<file path="config.mk">
export PLATFORM = sky130hd
export DESIGN_NAME = memr_flat
export DESIGN_NICKNAME = d
export VERILOG_FILES = /design/src/rtl/memr_if.sv /design/src/rtl/memr.sv /design/src/flat_wrapper.sv
export SDC_FILE = /design/constraint.sdc
export NUM_CORES = 1
export LEC_CHECK = 0
export BUFFER_PORTS_ARGS = -buffer_cell sky130_fd_sc_hd__buf_2
export CAP_MARGIN = 20
export CORE_AREA = 2 2 197 199
export DETAILED_ROUTE_END_ITERATION = 8
export DIE_AREA = 0 0 199 201
export PLACE_DENSITY = 0.41
export SKIP_CTS_REPAIR_TIMING = 1
export SYNTH_ARGS = -nofsm -noshare
export SYNTH_HDL_FRONTEND = slang
export SYNTH_SLANG_ARGS = --single-unit
</file>
<file path="constraint.sdc">
create_clock -name CLK -period 5.6 [get_ports CLK]
set_clock_uncertainty 0.1 [all_clocks]
set_input_delay 1.68 -clock CLK [delete_from_list [all_inputs] [get_ports CLK]]
set_output_delay 1.68 -clock CLK [all_outputs]
set_load 0.1 [all_outputs]
</file>
<file path="src/rtl/memr_if.sv">
// memr_if: bus bundle between the memr stage, the cushion stage, the MMU data port and writeback.
// Ports: none; the slave modport is the memr side, the master modport is the surrounding core/MMU side.
interface memr_if;
  logic        FLUSH;
  logic        STALL;
  logic [4:0]  cushion_reg_w_rd;
  logic [31:0] cushion_reg_w_data;
  logic [11:0] cushion_csr_w_addr;
  logic [31:0] cushion_csr_w_data;
  logic        cushion_mem_r_valid;
  logic [4:0]  cushion_mem_r_rd;
  logic [31:0] cushion_mem_r_addr;
  logic [3:0]  cushion_mem_r_strb;
  logic        cushion_mem_r_signed;
  logic        cushion_mem_w_valid;
  logic [31:0] cushion_mem_w_addr;
  logic [3:0]  cushion_mem_w_strb;
  logic [31:0] cushion_mem_w_data;
  logic        cushion_jmp_do;
  logic [31:0] cushion_jmp_pc;
  logic        MEM_WAIT;
  logic        DATA_RDEN;
  logic [31:0] DATA_RIADDR;
  logic        DATA_RVALID;
  logic [31:0] DATA_ROADDR;
  logic [31:0] DATA_RDATA;
  logic [4:0]  memr_reg_w_rd;
  logic [31:0] memr_reg_w_data;
  logic [11:0] memr_csr_w_addr;
  logic [31:0] memr_csr_w_data;
  logic        memr_mem_w_valid;
  logic [31:0] memr_mem_w_addr;
  logic [3:0]  memr_mem_w_strb;
  logic [31:0] memr_mem_w_data;
  logic        memr_jmp_do;
  logic [31:0] memr_jmp_pc;
  modport slave (
    input  FLUSH, cushion_reg_w_rd, cushion_reg_w_data, cushion_csr_w_addr, cushion_csr_w_data,
           cushion_mem_r_valid, cushion_mem_r_rd, cushion_mem_r_addr, cushion_mem_r_strb,
           cushion_mem_r_signed, cushion_mem_w_valid, cushion_mem_w_addr, cushion_mem_w_strb,
           cushion_mem_w_data, cushion_jmp_do, cushion_jmp_pc, MEM_WAIT, DATA_RVALID,
           DATA_ROADDR, DATA_RDATA,
    output STALL, DATA_RDEN, DATA_RIADDR, memr_reg_w_rd, memr_reg_w_data, memr_csr_w_addr,
           memr_csr_w_data, memr_mem_w_valid, memr_mem_w_addr, memr_mem_w_strb, memr_mem_w_data,
           memr_jmp_do, memr_jmp_pc
  );
  modport master (
    output FLUSH, cushion_reg_w_rd, cushion_reg_w_data, cushion_csr_w_addr, cushion_csr_w_data,
           cushion_mem_r_valid, cushion_mem_r_rd, cushion_mem_r_addr, cushion_mem_r_strb,
           cushion_mem_r_signed, cushion_mem_w_valid, cushion_mem_w_addr, cushion_mem_w_strb,
           cushion_mem_w_data, cushion_jmp_do, cushion_jmp_pc, MEM_WAIT, DATA_RVALID,
           DATA_ROADDR, DATA_RDATA,
    input  STALL, DATA_RDEN, DATA_RIADDR, memr_reg_w_rd, memr_reg_w_data, memr_csr_w_addr,
           memr_csr_w_data, memr_mem_w_valid, memr_mem_w_addr, memr_mem_w_strb, memr_mem_w_data,
           memr_jmp_do, memr_jmp_pc
  );
endinterface

</file>
<file path="src/rtl/memr.sv">
// memr: memory-read stage; issues loads to the MMU data port, extracts/extends the result, passes other ops through one cycle.
// Ports: CLK core clock, RST sync active-high reset, bus (memr_if.slave) carrying cushion inputs, MMU read port and memr_* outputs.
module memr (
  input logic   CLK,
  input logic   RST,
  memr_if.slave bus
);
  typedef enum logic [1:0] {IDLE, REQ, WAIT, DRAIN} state_t;
  state_t state;
  logic match, pass, done;
  logic [31:0] d, ld_data;
  always_comb begin
    match = bus.DATA_RVALID && bus.DATA_ROADDR == bus.cushion_mem_r_addr;
    pass = (state == IDLE || state == DRAIN) && !bus.cushion_mem_r_valid && !bus.FLUSH;
    done = state == WAIT && match && !bus.FLUSH;
    d = bus.DATA_RDATA >> {bus.cushion_mem_r_addr[1:0], 3'b000};
    ld_data = bus.cushion_mem_r_strb == 4'b0001 ? {{24{bus.cushion_mem_r_signed & d[7]}}, d[7:0]} :
              bus.cushion_mem_r_strb == 4'b0011 ? {{16{bus.cushion_mem_r_signed & d[15]}}, d[15:0]} :
              bus.DATA_RDATA;
    bus.STALL = (state == IDLE && bus.cushion_mem_r_valid) || state == REQ ||
                (state == WAIT && !match) || (state == DRAIN && bus.cushion_mem_r_valid);
    bus.DATA_RDEN = state == REQ;
    bus.DATA_RIADDR = state == REQ ? bus.cushion_mem_r_addr : '0;
  end
  always_ff @(posedge CLK) begin
    if (RST) begin
      state <= IDLE;
      bus.memr_reg_w_rd <= '0;
      bus.memr_reg_w_data <= '0;
      bus.memr_csr_w_addr <= '0;
      bus.memr_csr_w_data <= '0;
      bus.memr_mem_w_valid <= 1'b0;
      bus.memr_mem_w_addr <= '0;
      bus.memr_mem_w_strb <= '0;
      bus.memr_mem_w_data <= '0;
      bus.memr_jmp_do <= 1'b0;
      bus.memr_jmp_pc <= '0;
    end else begin
      case (state)
        IDLE:  state <= bus.cushion_mem_r_valid && !bus.FLUSH ? REQ : IDLE;
        REQ:   state <= bus.MEM_WAIT ? (bus.FLUSH ? IDLE : REQ) : (bus.FLUSH ? DRAIN : WAIT);
        WAIT:  state <= match ? IDLE : bus.FLUSH ? DRAIN : WAIT;
        DRAIN: state <= bus.DATA_RVALID ? IDLE : DRAIN;
      endcase
      bus.memr_reg_w_rd <= pass ? bus.cushion_reg_w_rd : done ? bus.cushion_mem_r_rd : '0;
      bus.memr_reg_w_data <= pass ? bus.cushion_reg_w_data : done ? ld_data : '0;
      bus.memr_csr_w_addr <= pass ? bus.cushion_csr_w_addr : '0;
      bus.memr_csr_w_data <= pass ? bus.cushion_csr_w_data : '0;
      bus.memr_mem_w_valid <= pass && bus.cushion_mem_w_valid;
      bus.memr_mem_w_addr <= pass ? bus.cushion_mem_w_addr : '0;
      bus.memr_mem_w_strb <= pass ? bus.cushion_mem_w_strb : '0;
      bus.memr_mem_w_data <= pass ? bus.cushion_mem_w_data : '0;
      bus.memr_jmp_do <= pass && bus.cushion_jmp_do;
      bus.memr_jmp_pc <= pass ? bus.cushion_jmp_pc : '0;
    end
  end
endmodule
</file>
<file path="src/flat_wrapper.sv">
// flat-port wrapper written by rule: the top's interface ports become plain ports
module memr_flat 
  (CLK, RST, bus_FLUSH, bus_cushion_reg_w_rd, bus_cushion_reg_w_data, bus_cushion_csr_w_addr, bus_cushion_csr_w_data, bus_cushion_mem_r_valid, bus_cushion_mem_r_rd, bus_cushion_mem_r_addr, bus_cushion_mem_r_strb, bus_cushion_mem_r_signed, bus_cushion_mem_w_valid, bus_cushion_mem_w_addr, bus_cushion_mem_w_strb, bus_cushion_mem_w_data, bus_cushion_jmp_do, bus_cushion_jmp_pc, bus_MEM_WAIT, bus_DATA_RVALID, bus_DATA_ROADDR, bus_DATA_RDATA, bus_STALL, bus_DATA_RDEN, bus_DATA_RIADDR, bus_memr_reg_w_rd, bus_memr_reg_w_data, bus_memr_csr_w_addr, bus_memr_csr_w_data, bus_memr_mem_w_valid, bus_memr_mem_w_addr, bus_memr_mem_w_strb, bus_memr_mem_w_data, bus_memr_jmp_do, bus_memr_jmp_pc);
  memr_if bus_i ();
  input logic CLK;
  input logic RST;
  input wire logic [$bits(bus_i.FLUSH)-1:0] bus_FLUSH;
  input wire logic [$bits(bus_i.cushion_reg_w_rd)-1:0] bus_cushion_reg_w_rd;
  input wire logic [$bits(bus_i.cushion_reg_w_data)-1:0] bus_cushion_reg_w_data;
  input wire logic [$bits(bus_i.cushion_csr_w_addr)-1:0] bus_cushion_csr_w_addr;
  input wire logic [$bits(bus_i.cushion_csr_w_data)-1:0] bus_cushion_csr_w_data;
  input wire logic [$bits(bus_i.cushion_mem_r_valid)-1:0] bus_cushion_mem_r_valid;
  input wire logic [$bits(bus_i.cushion_mem_r_rd)-1:0] bus_cushion_mem_r_rd;
  input wire logic [$bits(bus_i.cushion_mem_r_addr)-1:0] bus_cushion_mem_r_addr;
  input wire logic [$bits(bus_i.cushion_mem_r_strb)-1:0] bus_cushion_mem_r_strb;
  input wire logic [$bits(bus_i.cushion_mem_r_signed)-1:0] bus_cushion_mem_r_signed;
  input wire logic [$bits(bus_i.cushion_mem_w_valid)-1:0] bus_cushion_mem_w_valid;
  input wire logic [$bits(bus_i.cushion_mem_w_addr)-1:0] bus_cushion_mem_w_addr;
  input wire logic [$bits(bus_i.cushion_mem_w_strb)-1:0] bus_cushion_mem_w_strb;
  input wire logic [$bits(bus_i.cushion_mem_w_data)-1:0] bus_cushion_mem_w_data;
  input wire logic [$bits(bus_i.cushion_jmp_do)-1:0] bus_cushion_jmp_do;
  input wire logic [$bits(bus_i.cushion_jmp_pc)-1:0] bus_cushion_jmp_pc;
  input wire logic [$bits(bus_i.MEM_WAIT)-1:0] bus_MEM_WAIT;
  input wire logic [$bits(bus_i.DATA_RVALID)-1:0] bus_DATA_RVALID;
  input wire logic [$bits(bus_i.DATA_ROADDR)-1:0] bus_DATA_ROADDR;
  input wire logic [$bits(bus_i.DATA_RDATA)-1:0] bus_DATA_RDATA;
  output wire logic [$bits(bus_i.STALL)-1:0] bus_STALL;
  output wire logic [$bits(bus_i.DATA_RDEN)-1:0] bus_DATA_RDEN;
  output wire logic [$bits(bus_i.DATA_RIADDR)-1:0] bus_DATA_RIADDR;
  output wire logic [$bits(bus_i.memr_reg_w_rd)-1:0] bus_memr_reg_w_rd;
  output wire logic [$bits(bus_i.memr_reg_w_data)-1:0] bus_memr_reg_w_data;
  output wire logic [$bits(bus_i.memr_csr_w_addr)-1:0] bus_memr_csr_w_addr;
  output wire logic [$bits(bus_i.memr_csr_w_data)-1:0] bus_memr_csr_w_data;
  output wire logic [$bits(bus_i.memr_mem_w_valid)-1:0] bus_memr_mem_w_valid;
  output wire logic [$bits(bus_i.memr_mem_w_addr)-1:0] bus_memr_mem_w_addr;
  output wire logic [$bits(bus_i.memr_mem_w_strb)-1:0] bus_memr_mem_w_strb;
  output wire logic [$bits(bus_i.memr_mem_w_data)-1:0] bus_memr_mem_w_data;
  output wire logic [$bits(bus_i.memr_jmp_do)-1:0] bus_memr_jmp_do;
  output wire logic [$bits(bus_i.memr_jmp_pc)-1:0] bus_memr_jmp_pc;
  assign bus_i.FLUSH = bus_FLUSH;
  assign bus_i.cushion_reg_w_rd = bus_cushion_reg_w_rd;
  assign bus_i.cushion_reg_w_data = bus_cushion_reg_w_data;
  assign bus_i.cushion_csr_w_addr = bus_cushion_csr_w_addr;
  assign bus_i.cushion_csr_w_data = bus_cushion_csr_w_data;
  assign bus_i.cushion_mem_r_valid = bus_cushion_mem_r_valid;
  assign bus_i.cushion_mem_r_rd = bus_cushion_mem_r_rd;
  assign bus_i.cushion_mem_r_addr = bus_cushion_mem_r_addr;
  assign bus_i.cushion_mem_r_strb = bus_cushion_mem_r_strb;
  assign bus_i.cushion_mem_r_signed = bus_cushion_mem_r_signed;
  assign bus_i.cushion_mem_w_valid = bus_cushion_mem_w_valid;
  assign bus_i.cushion_mem_w_addr = bus_cushion_mem_w_addr;
  assign bus_i.cushion_mem_w_strb = bus_cushion_mem_w_strb;
  assign bus_i.cushion_mem_w_data = bus_cushion_mem_w_data;
  assign bus_i.cushion_jmp_do = bus_cushion_jmp_do;
  assign bus_i.cushion_jmp_pc = bus_cushion_jmp_pc;
  assign bus_i.MEM_WAIT = bus_MEM_WAIT;
  assign bus_i.DATA_RVALID = bus_DATA_RVALID;
  assign bus_i.DATA_ROADDR = bus_DATA_ROADDR;
  assign bus_i.DATA_RDATA = bus_DATA_RDATA;
  assign bus_STALL = bus_i.STALL;
  assign bus_DATA_RDEN = bus_i.DATA_RDEN;
  assign bus_DATA_RIADDR = bus_i.DATA_RIADDR;
  assign bus_memr_reg_w_rd = bus_i.memr_reg_w_rd;
  assign bus_memr_reg_w_data = bus_i.memr_reg_w_data;
  assign bus_memr_csr_w_addr = bus_i.memr_csr_w_addr;
  assign bus_memr_csr_w_data = bus_i.memr_csr_w_data;
  assign bus_memr_mem_w_valid = bus_i.memr_mem_w_valid;
  assign bus_memr_mem_w_addr = bus_i.memr_mem_w_addr;
  assign bus_memr_mem_w_strb = bus_i.memr_mem_w_strb;
  assign bus_memr_mem_w_data = bus_i.memr_mem_w_data;
  assign bus_memr_jmp_do = bus_i.memr_jmp_do;
  assign bus_memr_jmp_pc = bus_i.memr_jmp_pc;
  memr u_core (.CLK(CLK), .RST(RST), .bus(bus_i));
endmodule
</file>
# ---- After elaboration in Yosys (flattened, before gate mapping)
# Index checks and enable logic that the tools add are counted.
dict set report op_classes {
  bitwise 3
  eq_ne 6
  reduce_logical 20
  shifts 1
  muxes 14
}
# operator count
set op_table {}
lappend op_table {{2-to-1 mux 32 bit} 5}
lappend op_table {{== test 32 bit} 1}
lappend op_table {{>> shifter 32 x 5 -> 16 bit} 1}
lappend op_table {{logical AND 1 bit} 11}
lappend op_table {{2-to-1 mux 5 bit} 2}
lappend op_table {{case mux 2 bit (4 select lines)} 1}
lappend op_table {{2-to-1 mux 2 bit} 3}
lappend op_table {{== test 2 bit, second input constant} 2}
lappend op_table {{== test 4 x 1 -> 1 bit, second input constant} 1}
lappend op_table {{== test 4 x 2 -> 1 bit, second input constant} 1}
lappend op_table {{logical OR 1 bit} 4}
lappend op_table {{logical NOT 1 bit} 3}
lappend op_table {{2-to-1 mux 1 bit} 3}
lappend op_table {{AND 1 bit} 2}
lappend op_table {{== test 2 x 1 -> 1 bit, second input constant} 1}
lappend op_table {{logical NOT 2 bit} 1}
lappend op_table {{OR reduction 2 bit} 1}
lappend op_table {{NOT 1 bit} 1}
dict set report totals {
  elab_cells 55
  input_bits 295
  register_bits 185
  output_inout_bits 217
}

# ---- Depth between registers and ports, before layout
# Gate-level depths: netlist (run 1).
dict set report logic_depth {
  depth_word 6
  depth_mapped 8
  mapped_depth_nobuf 7
}

# ---- Worst setup path after synthesis (run 1)
# No wires, ideal clock.
dict set report synth_timing {
  path_kind {input port to output port}
  start {input port bus_cushion_mem_r_addr[6]}
  end {output port bus_STALL}
  required_ns 3.820
  n_path_buf 0
  arrival_time_ns 3.514
  path_slack_ns 0.306
  cell_stages 5
  path_cell_list {xnor2_1 > nand4_1 > or4_1 > o31ai_1 > nand3b_1}
}
dict set report synth_between {
  elab_chain_cells 6
}
# element line_no
set synth_lines {}
lappend synth_lines {{start: declaration} flat_wrapper.sv:14} ;# input wire logic [$bits(bus_i.cushion_mem_r_addr)-1:0] bus_cushion_mem_r_addr;
lappend synth_lines {{== test 32 bit} memr.sv:13} ;# match = bus.DATA_RVALID && bus.DATA_ROADDR == bus.cushion_mem_r_addr;
lappend synth_lines {{logical AND 1 bit} memr.sv:13}
lappend synth_lines {{logical NOT 1 bit} memr.sv:21} ;# (state == WAIT && !match) || (state == DRAIN && bus.cushion_mem_r_valid);
lappend synth_lines {{logical AND 1 bit} memr.sv:21}
lappend synth_lines {{logical OR 1 bit} memr.sv:20} ;# bus.STALL = (state == IDLE && bus.cushion_mem_r_valid) || state == REQ ||
lappend synth_lines {{logical OR 1 bit} memr.sv:21}
lappend synth_lines {{end: declaration} flat_wrapper.sv:27} ;# output wire logic [$bits(bus_i.STALL)-1:0] bus_STALL;
# Every way passes these cells.

# ---- Worst setup path in the final report (run 1)
dict set report layout_timing {
  start {input port bus_cushion_mem_r_addr[31]}
  end {output port bus_STALL}
}
# Same word-level chain as after synthesis.

==> reports/results.ini, run 1 <==
[yosys]
synth-async-reset-ratio_pct=0
ys.flop_type=dfxtp_1
synth_top_area_share_pct=56.7
avgSynthCellArea_sq_um=9.82
synth_edf_count=0
ys_ff_latch=185
yosysWarnings=0
synth_fp_nets=965
netlist_instances=665
ys_seq_area_share_pct=56.7
ys_top_cells_by_count=185 x dfxtp_1, 179 x and2_1, 41 x nand2_1
yosys-top-cells-area=dfxtp_1 57%, and2_1 17%, xnor2_1 2.8%, o21ai_0 2.8%, nand2_1 2.4%
ys_types=40
yosysMostFrequentCell=dfxtp_1
yosysTopAreaCell=dfxtp_1
syn_area_sq_um=6530

[min_path]
hold_end=u_core.state[1]
worstHoldStart=u_core.state[1]
hold_path_depth=3
min_path_type=flop to flop

[sta]
finalWorstSetupSlack_ns=0.353
finalHoldViolCount=0
slew_headroom_pct=30.0
fmax_mhz=191
finalSetupViolCount=0
worst_pin_slew_ns=1.05
rsz0062_at_grt=no
fin_crit_ns=5.25
tns_ns=0
period_share_pct=93.7
drv_slew=0

[final_layout]
syn_to_final_growth_pct=56.6
finish.net_count=1463
fillers=4209
drive_gt1_share_pct=47.3
fin_area_sq_um=10200

[placed_design]
port_buffers=511
place_congestion=0.939
hpwl_um=21400
placed_cell_area_sq_um=9630
dp_slack_ns=0.321

[route]
wl_um=26800
vias_per_cell=3.72
drtIter0Drc=232
vias=6311
ant_nets=0
wl_per_cell_um=15.8
dr.pass1.iters=4
drc=0

[setup_path]
ff2ff_setup_slack_ns=3.08
path_cells=buf_2, xnor2_1, nand4_1, or4_1, o31ai_1, buf_4, nand3b_1, buf_2
crit_family=simple AND/OR/NAND/NOR gates
crit_top_cell=buf_2
crit_type=primary input to output port
cp_slowest_stage_delay_ns=0.52
endpoint_kind=output port
cp_max_fo=3
cp-start-kind=primary input
cp.buffers_inverters=3
critPathSlowestCell=or4_1
r2r-end=u_core.bus.memr_reg_w_data[11]
arrival_ns=3.47
r2r-start=u_core.state[0]
worstRegToRegCells=6
worst_ep_required_time_ns=3.82

[floorplan]
rows=72
die_w_um=199
ios=512
die-area_sq_um=40000
start_util_pct=17.1
core_sq_um=38100
fp.dieH_um=201

[power]
vdd_drop_max_uv=203
power_w=0.00325
power.density_nw_per_um2=318
leakagePower_nw=5.23

[clock_network]
cts-root-buf=clkbuf_16
cts_made_buffers=17
cts_tree=yes
cts_buffer_depth=2
cts.htree.levels=4
clock_latency_ns=0.45
clkTransAtPathRegs_ns=0.09
cts_sinks=185

[global_route]
grt_usage_pct=13.1
grt_max_degree=180
antenna_found_initial=4
grt_first_pass_wirelength_um=38300
grt_pass1_vias=6254
grt_overflow=0

[run_status]
status=finished, final reports clean

[flow_run]
maxCapViolations=0

## worst register-to-register path: stages (launching register included)
cell and delay, ns:
dfxtp_1 0.37, inv_1 0.09, ha_1 0.33, nor4_2 0.55, buf_12 0.45, nand2_1 0.37
o21ai_0 0.14
## power breakdown
part	switching (W)	internal, W	leakage [nW]
clock	0.000596	0.000635	0.290
sequential	0.00000927	0.00135	1.50
combinational	0.000498	0.000164	3.44
## flip-flops by register name, summed over array words and instances, names as in the netlist
signal / count
u_core.bus.memr_csr_w_addr: 12
u_core.bus.memr_csr_w_data: 32
u_core.bus.memr_jmp_do: 1
u_core.bus.memr_jmp_pc: 32
u_core.bus.memr_mem_w_addr: 32
u_core.bus.memr_mem_w_data: 32
u_core.bus.memr_mem_w_strb: 4
u_core.bus.memr_mem_w_valid: 1
u_core.bus.memr_reg_w_data: 32
u_core.bus.memr_reg_w_rd: 5
u_core.state: 2
## layout make-up
cell class / count / area (sq um) / share of cell area, %
sequential: 185 / 3700 / 36.2
tap: 518 / 648 / 6.34
timing repair buffer: 518 / 2620 / 25.7
inverter: 15 / 56.3 / 0.551
antenna: 2 / 5.00 / 0.0490
clock buffer: 18 / 429 / 4.20
multi-input combinational: 426 / 2600 / 25.5
clock inverter: 14 / 156 / 1.53
## cells by family after synthesis
logic type                 synth area share, %
muxes                                    0.613
and+or+nand+nor                           24.5
buffers and inverters                     3.49
xor gates and xnor gates                  4.43
DFF                                       56.7
AOI/OAI and AO/OA                         9.32
adders and majority gates                0.958
## routing by layer
layer	part of all wire, %	up-vias	wire [um]	track usage (%)
met5	0.10	-	27	0
li1	-	3134	-	-
met2	49	308	13100	22.4
met1	41	2840	11000	15.2
met3	8.7	25	2340	4.40
met4	1.5	4	397	4.10
## stage by stage
| stage | std cells | hold WS, ns | utilization [%] |
|---|---|---|---|
| floorplan | 665 | 0.545 | - |
| global placement | 1662 | 0.619 | 25.3 |
| detailed placement | 1662 | 0.613 | 25.3 |
| CTS | 1694 | 0.632 | 26.8 |
| global route | 1696 | 0.692 | 26.8 |
| finish | 1696 | 0.629 | 26.8 |
## cells in the final DEF, fill, tap and decap left out, types with 4 or more instances in the layout
cell,instances
buf_2,511
nor2_1,28
dfxtp_1,185
o21ai_0,36
o22ai_1,7
o21ai_1,9
nor2b_1,8
nand2_1,41
ha_1,5
xnor2_1,21
o221ai_1,7
inv_6,6
buf_4,6
o21a_1,7
a31oi_1,8
and2_1,179
inv_1,15
xor2_1,12
clkbuf_16,17
mux2i_1,4
nand3_1,4
a21oi_1,25
nand4_1,5
## how the worst max path moves through the flow
stage	from	end	slack (ns)	depth (start not counted)
after CTS	bus_cushion_mem_r_addr[31]	bus_STALL	0.32	8
final	bus_cushion_mem_r_addr[31]	bus_STALL	0.35	8
after global placement	bus_cushion_mem_r_addr[31]	bus_STALL	0.34	8
after global routing	bus_cushion_mem_r_addr[31]	bus_STALL	0.19	8
after floorplan	bus_cushion_mem_r_addr[6]	bus_STALL	0.31	5
after detailed placement	bus_cushion_mem_r_addr[31]	bus_STALL	0.32	8
Power figures use the tool's default switching activity.
==> inputs of run 2 (changes only) <==
Settings changed: CORE_AREA 2 2 197 199 to 2 2 198 200, DIE_AREA 0 0 199 201 to 0 0 200 202, PLACE_DENSITY 0.41 to 0.4.
==> reports/results.ini, run 2 (same netlist as run 1, synthesis figures left out) <==
[final_layout]
fin_cells=1696  ; unchanged
finish.net_count=1462  ; -0.068%
fillers=4227  ; +0.43%
syn_to_final_growth_pct=56.0
fin_area_sq_um=10200  ; -0.39%
drive_gt1_share_pct=47.3  ; about the same
mostFrequentLayoutCell=buf_2
final_cell_mix=511 x buf_2, 185 x dfxtp_1, 179 x and2_1
fin_util_pct=26.6  ; -0.23 points

[power]
leakagePower_nw=5.20  ; -0.70%
vdd_drop_max_uv=206  ; +1.9%
power.density_nw_per_um2=313  ; -1.6%

[placed_design]
dp_slack_ns=0.253  ; -0.0682 ns
place_congestion=0.919  ; -2.1%
port_buffers=511  ; unchanged
hpwl_um=21300  ; -0.86%
placed_cell_area_sq_um=9610  ; -0.21%
placed_cells=1661  ; -0.060%

[min_path]
hold_path_depth=3  ; unchanged
min_path_type=flop to flop

[sta]
drv_slew=0  ; unchanged
tns_ns=0  ; unchanged
finalWorstSetupSlack_ns=0.211  ; -0.142 ns
worst_pin_slew_ns=0.953  ; -0.0971 ns
slew_headroom_pct=36.5  ; +6.5 points
fin_crit_ns=5.39  ; +0.142 ns
finalSetupViolCount=0  ; unchanged
rsz0062_at_grt=no
finalHoldViolCount=0  ; unchanged
fmax_mhz=186  ; -2.6%
period_share_pct=96.2  ; +2.5 points

[clock_network]
cts-root-buf=clkbuf_16
cts_sinks=185  ; unchanged
clkTransAtPathRegs_ns=0.07  ; -0.02 ns
cts_buffer_depth=2  ; unchanged
cts_made_buffers=17  ; unchanged
cts.htree.levels=4  ; unchanged
cts_tree=yes
clock_latency_ns=0.45  ; about the same

[setup_path]
cp_max_fo=3  ; unchanged
worstRegToRegCells=7  ; +1
arrival_ns=3.61  ; +0.14 ns
crit_type=primary input to output port
worst_ep_required_time_ns=3.82  ; about the same
critPathSlowestCell=or4_1
crit_top_cell=buf_2
cp-start-kind=primary input
endpoint_kind=output port
path_cells=buf_2, xnor2_1, nand4_1, or4_1, o31ai_1, nand3b_1, buf_2
cp_slowest_stage_delay_ns=0.54  ; +0.02 ns

[global_route]
grt_max_degree=101  ; -44%
antenna_found_initial=7  ; +3
grt_pass1_vias=6230  ; -0.38%
grt_first_pass_wirelength_um=37600  ; -2.0%
grt_overflow=0  ; unchanged
grt_usage_pct=12.8  ; -0.29 points

[route]
ant_nets=0  ; unchanged
drtIter0Drc=221  ; -4.7%
dr.pass1.iters=4  ; unchanged
drc=0  ; unchanged
wl_um=26600  ; -0.92%
wl_per_cell_um=15.7  ; -0.92%
vias=6300  ; -0.17%
vias_per_cell=3.71  ; -0.17%

[run_status]
status=finished, final reports clean

[floorplan]
core_sq_um=38300  ; +0.47%
die-area_sq_um=40400  ; +1.0%
die_w_um=200  ; +0.50%
ios=512  ; unchanged
fp.dieH_um=202  ; +0.50%
rows=72  ; unchanged
start_util_pct=17.0  ; -0.081 points

[flow_run]
maxCapViolations=0  ; unchanged

[run 2: cell types whose count changed in the layout (fill, tap and decap cells not counted), sizes merged]
| cell | previous run | this run |
|---|---|---|
| clkinv | 5 | 4 |
| diode | 2 | 4 |
| buf | 518 | 517 |
| clkinvlp | 0 | 5 |
| inv | 23 | 20 |
| clkbuf | 18 | 17 |
| bufinv | 1 | 0 |
[run 2: per-layer routing]
layer	global-route usage, %	share of wire (%)	up-vias
met3	5.19	9.8	25
li1	-	-	3135
met2	21.6	48	307
met1	14.3	40	2829
met4	4.58	1.7	4
met5	0	0.087	-
[run 2: cell type report]
cell class              count  area (sq um)  share of cell area, %
multi-input cells         426          2600                   25.6
well taps                 518           648                   6.36
repair buffers            517          2600                   25.6
clock inverters            14           135                   1.33
diodes                      4          10.0                 0.0983
clock buffers              17           425                   4.18
flip-flops and latches    185          3700                   36.4
inverters                  15          56.3                  0.553
[run 2: final timing paths]
path                                           startpoint                        endpoint  slack, ns
worst max register to register            u_core.state[1]  u_core.bus.memr_reg_w_data[26]       2.87
worst min register to register            u_core.state[0]                 u_core.state[1]       0.64
worst max-delay path            bus_cushion_mem_r_addr[6]                       bus_STALL       0.21
worst min-delay path                      u_core.state[0]                 u_core.state[1]       0.64
[run 2: stage by stage]
stage          power, W  hold WS, ns
2_1_floorplan   0.00186        0.545
3_3_place_gp    0.00206        0.624
3_5_place_dp    0.00206        0.628
4_1_cts         0.00326        0.638
5_1_grt         0.00335        0.671
6_report        0.00319        0.638
[run 2: power breakdown]
group	switching, W	internal [W]
clock	0.000587	0.000583
sequential	0.00000836	0.00135
combinational	0.000497	0.000163
total	0.00109	0.00210
[run 2: critical path: cells and delay by family]
| family | cells | cell delay (ns) |
|---|---|---|
| and+or+nand+nor | 3 | 0.81 |
| buffers and inverters | 2 | 0.42 |
| AOI/OAI and AO/OA | 1 | 0.37 |
| xor gates and xnor gates | 1 | 0.32 |
